[config.mk]
export PLATFORM = sky130hd
export DESIGN_NAME = spi_flash_rd_seq
export DESIGN_NICKNAME = d
export VERILOG_FILES = /design/src/rtl/spi_flash_rd_seq_pkg.sv /design/src/rtl/spi_flash_rd_seq_bus.sv /design/src/rtl/spi_flash_rd_seq.sv
export SDC_FILE = /design/constraint.sdc
export NUM_CORES = 1
export LEC_CHECK = 0
export ABC_AREA = 1
export CAP_MARGIN = 40
export CORE_ASPECT_RATIO = 0.9
export CORE_MARGIN = 3
export CORE_UTILIZATION = 52
export CTS_CLUSTER_SIZE = 24
export DETAILED_ROUTE_END_ITERATION = 8
export PLACE_DENSITY_LB_ADDON = 0.12
export SYNTH_ARGS = -nofsm -noshare
export SYNTH_HDL_FRONTEND = slang
export SYNTH_SLANG_ARGS = --single-unit
[constraint.sdc]
create_clock -name clk -period 3 [get_ports clk]
set_input_delay 0.6 -clock clk [delete_from_list [all_inputs] [get_ports clk]]
set_output_delay 0.6 -clock clk [all_outputs]
set_load 0.01 [all_outputs]
[src/rtl/spi_flash_rd_seq_pkg.sv]
// Shared types and constants for the SPI flash read sequencer and its engine bus master.
package spi_flash_rd_seq_pkg;

    localparam logic       CTRL_REG        = 1'b0;
    localparam logic       DATA_REG        = 1'b1;
    localparam logic [7:0] CMD_READ_DFLT   = 8'h03;
    localparam logic [7:0] DUMMY_BYTE_DFLT = 8'hFF;
    localparam int         STATUS_BUSY_BIT = 31;

    typedef enum logic [3:0] {
        ST_IDLE,
        ST_CS_ON,
        ST_TX,
        ST_TX_POLL,
        ST_RX_TX,
        ST_RX_POLL,
        ST_RX_RD,
        ST_PUSH,
        ST_CS_OFF,
        ST_FIN
    } state_e;

    // One engine register access: which register, byte strobes (0 = read), write data.
    typedef struct packed {
        logic        ctrl;
        logic [3:0]  wstrb;
        logic [31:0] wdata;
    } bus_req_t;

    function automatic bus_req_t req_cs(input logic cs_on);
        bus_req_t r;
        r.ctrl  = CTRL_REG;
        r.wstrb = 4'b0001;
        r.wdata = {31'h0, cs_on};
        return r;
    endfunction

    function automatic bus_req_t req_tx(input logic [7:0] b);
        bus_req_t r;
        r.ctrl  = DATA_REG;
        r.wstrb = 4'b0001;
        r.wdata = {24'h0, b};
        return r;
    endfunction

    function automatic bus_req_t req_poll();
        bus_req_t r;
        r.ctrl  = CTRL_REG;
        r.wstrb = 4'b0000;
        r.wdata = 32'h0;
        return r;
    endfunction

    function automatic bus_req_t req_rd();
        bus_req_t r;
        r.ctrl  = DATA_REG;
        r.wstrb = 4'b0000;
        r.wdata = 32'h0;
        return r;
    endfunction

endpackage

[src/rtl/spi_flash_rd_seq_bus.sv]
// Single-transaction issuer for the SPI engine register port: holds the request until
// spi_ready, captures read data, and leaves one idle cycle after every handshake.
module spi_bus_master
    import spi_flash_rd_seq_pkg::*;
(
    input  logic        clk,
    input  logic        resetn,
    input  logic        req_i,
    input  bus_req_t    req_data_i,
    output logic        done_o,
    output logic [31:0] rdata_o,
    output logic        spi_valid_o,
    output logic        spi_ctrl_o,
    output logic [31:0] spi_wdata_o,
    output logic [3:0]  spi_wstrb_o,
    input  logic [31:0] spi_rdata_i,
    input  logic        spi_ready_i
);

    logic        valid_q, valid_d;
    bus_req_t    req_q, req_d;
    logic        done_q, done_d;
    logic [31:0] rdata_q, rdata_d;

    // done_q is high exactly in the gap cycle; a request raised then starts the next
    // transaction on the following edge, so back-to-back calls see a single idle cycle.
    always_comb begin
        // NOTE: every variable gets a default first so no path can infer a latch.
        valid_d = valid_q;
        req_d   = req_q;
        done_d  = 1'b0;
        rdata_d = rdata_q;
        if (valid_q) begin
            if (spi_ready_i) begin
                valid_d = 1'b0;
                done_d  = 1'b1;
                rdata_d = spi_rdata_i;
            end
        end else if (req_i) begin
            valid_d = 1'b1;
            req_d   = req_data_i;
        end
    end

    // NOTE: sequential state uses non-blocking assignments only.
    always_ff @(posedge clk or negedge resetn) begin
        if (!resetn) begin
            valid_q <= 1'b0;
            req_q   <= '0;
            done_q  <= 1'b0;
            rdata_q <= 32'h0;
        end else begin
            valid_q <= valid_d;
            req_q   <= req_d;
            done_q  <= done_d;
            rdata_q <= rdata_d;
        end
    end

    assign done_o      = done_q;
    assign rdata_o     = rdata_q;
    assign spi_valid_o = valid_q;
    assign spi_ctrl_o  = req_q.ctrl;
    assign spi_wdata_o = req_q.wdata;
    assign spi_wstrb_o = req_q.wstrb;

endmodule

[src/rtl/spi_flash_rd_seq.sv]
// Flash READ sequencer: CS on, opcode + 24-bit address, LEN dummy-clocked reads streamed
// out with backpressure, CS off, done pulse.
module spi_flash_rd_seq
    import spi_flash_rd_seq_pkg::*;
#(
    parameter logic [7:0] CMD_READ   = CMD_READ_DFLT,
    parameter logic [7:0] DUMMY_BYTE = DUMMY_BYTE_DFLT,
    parameter int         LEN_W      = 16
) (
    input  logic             clk,
    input  logic             resetn,
    input  logic             start,
    input  logic [23:0]      addr,
    input  logic [LEN_W-1:0] len,
    output logic             busy,
    output logic             done,
    output logic             out_valid,
    output logic [7:0]       out_data,
    input  logic             out_ready,
    output logic             spi_valid,
    output logic             spi_ctrl,
    output logic [31:0]      spi_wdata,
    output logic [3:0]       spi_wstrb,
    input  logic [31:0]      spi_rdata,
    input  logic             spi_ready
);

    state_e           state_q, state_d;
    logic [1:0]       idx_q, idx_d;
    logic [23:0]      addr_q, addr_d;
    logic [LEN_W-1:0] rem_q, rem_d;
    logic [7:0]       out_data_q, out_data_d;
    logic             busy_q, busy_d;

    logic        bus_req;
    bus_req_t    bus_data;
    logic        bus_done;
    logic [31:0] bus_rdata;
    logic        unused_rdata_bits;

    assign unused_rdata_bits = ^bus_rdata[30:8];

    function automatic logic [7:0] hdr_byte(input logic [1:0] i, input logic [23:0] a);
        case (i)
            2'd0:    return CMD_READ;
            2'd1:    return a[23:16];
            2'd2:    return a[15:8];
            default: return a[7:0];
        endcase
    endfunction

    spi_bus_master u_bus (
        .clk         (clk),
        .resetn      (resetn),
        .req_i       (bus_req),
        .req_data_i  (bus_data),
        .done_o      (bus_done),
        .rdata_o     (bus_rdata),
        .spi_valid_o (spi_valid),
        .spi_ctrl_o  (spi_ctrl),
        .spi_wdata_o (spi_wdata),
        .spi_wstrb_o (spi_wstrb),
        .spi_rdata_i (spi_rdata),
        .spi_ready_i (spi_ready)
    );

    // Each state names the transaction in flight; the next one is requested in the
    // gap cycle where bus_done is high.
    always_comb begin
        state_d    = state_q;
        idx_d      = idx_q;
        addr_d     = addr_q;
        rem_d      = rem_q;
        out_data_d = out_data_q;
        busy_d     = busy_q;
        bus_req    = 1'b0;
        bus_data   = req_poll();
        unique case (state_q)
            ST_IDLE: begin
                if (start) begin
                    if (len != '0) begin
                        addr_d   = addr;
                        rem_d    = len;
                        busy_d   = 1'b1;
                        bus_req  = 1'b1;
                        bus_data = req_cs(1'b1);
                        state_d  = ST_CS_ON;
                    end else begin
                        state_d  = ST_FIN;
                    end
                end
            end
            ST_CS_ON: begin
                if (bus_done) begin
                    idx_d    = 2'd0;
                    bus_req  = 1'b1;
                    bus_data = req_tx(hdr_byte(2'd0, addr_q));
                    state_d  = ST_TX;
                end
            end
            ST_TX: begin
                if (bus_done) begin
                    bus_req = 1'b1;
                    state_d = ST_TX_POLL;
                end
            end
            ST_TX_POLL: begin
                if (bus_done) begin
                    bus_req = 1'b1;
                    if (bus_rdata[STATUS_BUSY_BIT]) begin
                        bus_data = req_poll();
                    end else if (idx_q != 2'd3) begin
                        idx_d    = idx_q + 2'd1;
                        bus_data = req_tx(hdr_byte(idx_q + 2'd1, addr_q));
                        state_d  = ST_TX;
                    end else begin
                        bus_data = req_tx(DUMMY_BYTE);
                        state_d  = ST_RX_TX;
                    end
                end
            end
            ST_RX_TX: begin
                if (bus_done) begin
                    bus_req = 1'b1;
                    state_d = ST_RX_POLL;
                end
            end
            ST_RX_POLL: begin
                if (bus_done) begin
                    bus_req = 1'b1;
                    if (bus_rdata[STATUS_BUSY_BIT]) begin
                        bus_data = req_poll();
                    end else begin
                        bus_data = req_rd();
                        state_d  = ST_RX_RD;
                    end
                end
            end
            ST_RX_RD: begin
                if (bus_done) begin
                    out_data_d = bus_rdata[7:0];
                    state_d    = ST_PUSH;
                end
            end
            ST_PUSH: begin
                if (out_ready) begin
                    rem_d   = rem_q - LEN_W'(1);
                    bus_req = 1'b1;
                    if (rem_q == LEN_W'(1)) begin
                        bus_data = req_cs(1'b0);
                        state_d  = ST_CS_OFF;
                    end else begin
                        bus_data = req_tx(DUMMY_BYTE);
                        state_d  = ST_RX_TX;
                    end
                end
            end
            ST_CS_OFF: begin
                if (bus_done) state_d = ST_FIN;
            end
            ST_FIN: begin
                busy_d  = 1'b0;
                state_d = ST_IDLE;
            end
            default: state_d = ST_IDLE;
        endcase
    end

    always_ff @(posedge clk or negedge resetn) begin
        if (!resetn) begin
            state_q    <= ST_IDLE;
            idx_q      <= 2'd0;
            addr_q     <= 24'h0;
            rem_q      <= '0;
            out_data_q <= 8'h0;
            busy_q     <= 1'b0;
        end else begin
            state_q    <= state_d;
            idx_q      <= idx_d;
            addr_q     <= addr_d;
            rem_q      <= rem_d;
            out_data_q <= out_data_d;
            busy_q     <= busy_d;
        end
    end

    assign busy      = busy_q;
    assign done      = (state_q == ST_FIN);
    assign out_valid = (state_q == ST_PUSH);
    assign out_data  = out_data_q;

endmodule

==> metrics.txt <==
dominant cell type by area after synthesis=dfrtp_1; Max transition margin=65.8%; fin crit period=2690 ps; Avg Inst Size Synth=around 7.5 µm²; initial drt markers=roughly 190; die height=about 92 µm; final setup fails=0; final instance area=about 5200 µm²; post-CTS sizing=0; Synth Area in Adders=2.03%; Final period util=89.7%; RePlAce Congestion=between 0.9 and 1; Seq/Total Area, Yosys=between 40% and 50%; met3 WL=around 620 µm; vias in the first global route=approximately 3500; met1 WL=between 4 and 5 mm; Routed Antenna Nets=0; TNS Setup=0 ps; n_diodes=0; via count=3861; status=complete, no violations; PortBufs=between 70 and 80; gr ovfl total=0; Clock Root Buffer=clkbuf_8; Rows=30; first-pass GRT wire length=between 15 and 20 mm; Worst Setup End Kind=output port; Crit Path Category=flip-flop to output port; most common cell after layout, fill and taps aside=nand2_1; DP Area=about 5000 µm²; WL met2=between 4 and 5 mm; Startpoint Class=flip-flop; worst path required time=between 2000 and 2500 ps; CTS buffer count=9; slew at the pin closest to its max-slew limit=slightly above 500 ps; leak pwr=0.00255 µW; post-DP HPWL=~7.2 mm; largest family of logic cells by synthesized area=simple AND/OR/NAND/NOR gates; Final Hold Viols=0; synthesized flop and latch total=76; post-synth top area share=roughly 44%; Layout Skew=approximately 10 ps; post-synthesis mux area share=0%; fmax=around 0.37 GHz; Die ar.=~9400 µm²; core area=approximately 8000 µm²; htree depth=3; Simple-Gate Fraction of Synth Area=roughly 30%; clk_lat worst skew=350 ps; DRC=0; router iterations before antenna repair=5; synthesized area=about 4300 µm²; Num Clock Sinks=76; Total Wirelength=roughly 9.9 mm; worst hold path class=input port to asynchronous set/reset pin; Starting Density=between 50% and 60%; crit-path max FO=5; largest net degree at the start of global routing=40; XOR/XNOR Fraction of Synth Area=0%; DIE WIDTH=around 100 µm; top sig layer=met4; share of cells above drive strength 1=a little under 7%; fin. max-slew vios=0; DR WL/cell=around 13 µm; CTS tree=yes; Hold Slack=roughly 210 ps; Compound-Gate Fraction of Synth Area=a little under an eighth; CTS max path bufs=2; initial antenna violation count=0; worst path arrival time=roughly 2100 ps; Yosys warning total=0; cell depth of the worst flop-to-flop path=8; max cap viols=0; commonest non-fill, non-tap cells in the layout=nand2_1, dfrtp_1, clkdlybuf4s50_1; VDD IR-drop max=about 0.00033 V; synthesized instance count=between 500 and 600; Syn-to-layout area delta=20.9%; post-CTS setup buffers=0; GR Util All Layers=between 20% and 30%; post-synthesis cell type count=34; PwrDens=777 nW/µm²; main area contributors after synthesis=dfrtp_1, nand2_1, o21ai_0, nand3_1, buf_4; Ports=around 130; Via density=around 5.2; RSZ-0062 raised after global routing=false; Clock transition at path regs=approximately 80 ps; Filler Cells Inserted=approximately 700; CTS hold repair buffers=0; nets@finish=730
-- flip-flops by register name (all words and copies together), names as in the netlist --
signal	flops
out_data	8
rem_q	16
idx_q	2
u_bus.spi_wdata_o	8
u_bus.spi_ctrl_o	1
u_bus.done_o	1
busy	1
u_bus.spi_wstrb_o	1
u_bus.rdata_o	9
state_q	4
u_bus.spi_valid_o	1
addr_q	24
-- through the flow --
stage / total power, µW / utilization, % / worst slack [ps] / instances
2_1_floorplan: 2790 / - / 1340 / 603
3_3_place_gp: 3150 / 63.9 / 593 / 730
3_5_place_dp: 3220 / 64.1 / 504 / 731
4_1_cts: 4070 / 66.7 / 291 / 745
5_1_grt: 4390 / 66.7 / 127 / 745
6_report: 4050 / 66.7 / 310 / 745
-- worst max-delay path, cell delays in order (launching register included) --
cell and delay [ps]:
dfrtp_1 470, inv_1 130, nor2_1 190, inv_1 90
nor3_1 260, clkdlybuf4s50_1 600
-- kinds of logic (layout without fill, tap and decap cells) --
family / after synthesis / count (layout)
fa+ha+maj: 7 / 7
buf+inv: 99 / 145
simple gates: 304 / 304
compound gates: 90 / 90
flops: 76 / 76
other cells: 1 / 27
-- layout make-up --
cell class                 instances  area (µm²)  area share [%]
inverter                          52         195            3.75
timing repair buffer              79         791            15.2
clock inverter                     4        76.3            1.46
sequential                        76        1900            36.5
multi-input combinational        428        2000            38.4
clock buffer                      10         128            2.45
tap                               96         120            2.31
-- worst paths after layout --
check                                 from         end  slack (ps)
min in group clk                addr_q[19]  addr_q[19]         480
worst max register to register  state_q[3]    rem_q[3]         940
worst min-delay path                resetn    rem_q[8]         210
max in group asynchronous           resetn   addr_q[1]        2200
worst max-delay path            state_q[0]        done         310
worst min register to register  addr_q[19]  addr_q[19]         480
-- routing by layer --
metal	global-route usage, %	vias to the layer above
met4	4.37	0
met5	0	-
li1	-	1915
met3	4.52	10
met1	32.4	1808
met2	32.5	128
-- report_power, final --
part           leakage, µW  switching (µW)  internal, µW  total (µW)
registers         0.000960             265          1400        1670
logic              0.00149             976           574        1550
clock network    0.0000984             371           461         832
-- synth_stat cells --
cell type / count
nand2_1: 188
dfrtp_1: 76
o21ai_0: 50
nand3_1: 47
inv_1: 46
nor2_1: 43
buf_4: 28
a21oi_1: 16
buf_2: 11
ha_1: 7
o21ai_1: 7
a21boi_0: 6
clkbuf_1: 6
nand2_2: 6
o211ai_1: 6
inv_2: 5
or2_2: 5
nor2_4: 4
nor3_1: 3
buf_6: 2
o21ai_2: 2
a21boi_1: 1
clkinv_1: 1
conb_1: 1
nand2_4: 1
nand3_2: 1
nand3b_1: 1
nand4_1: 1
nand4_2: 1
nor2_2: 1
nor2_8: 1
nor3b_1: 1
o31ai_1: 1
o32ai_1: 1
Note: power is estimated with default switching activity, not from simulation.
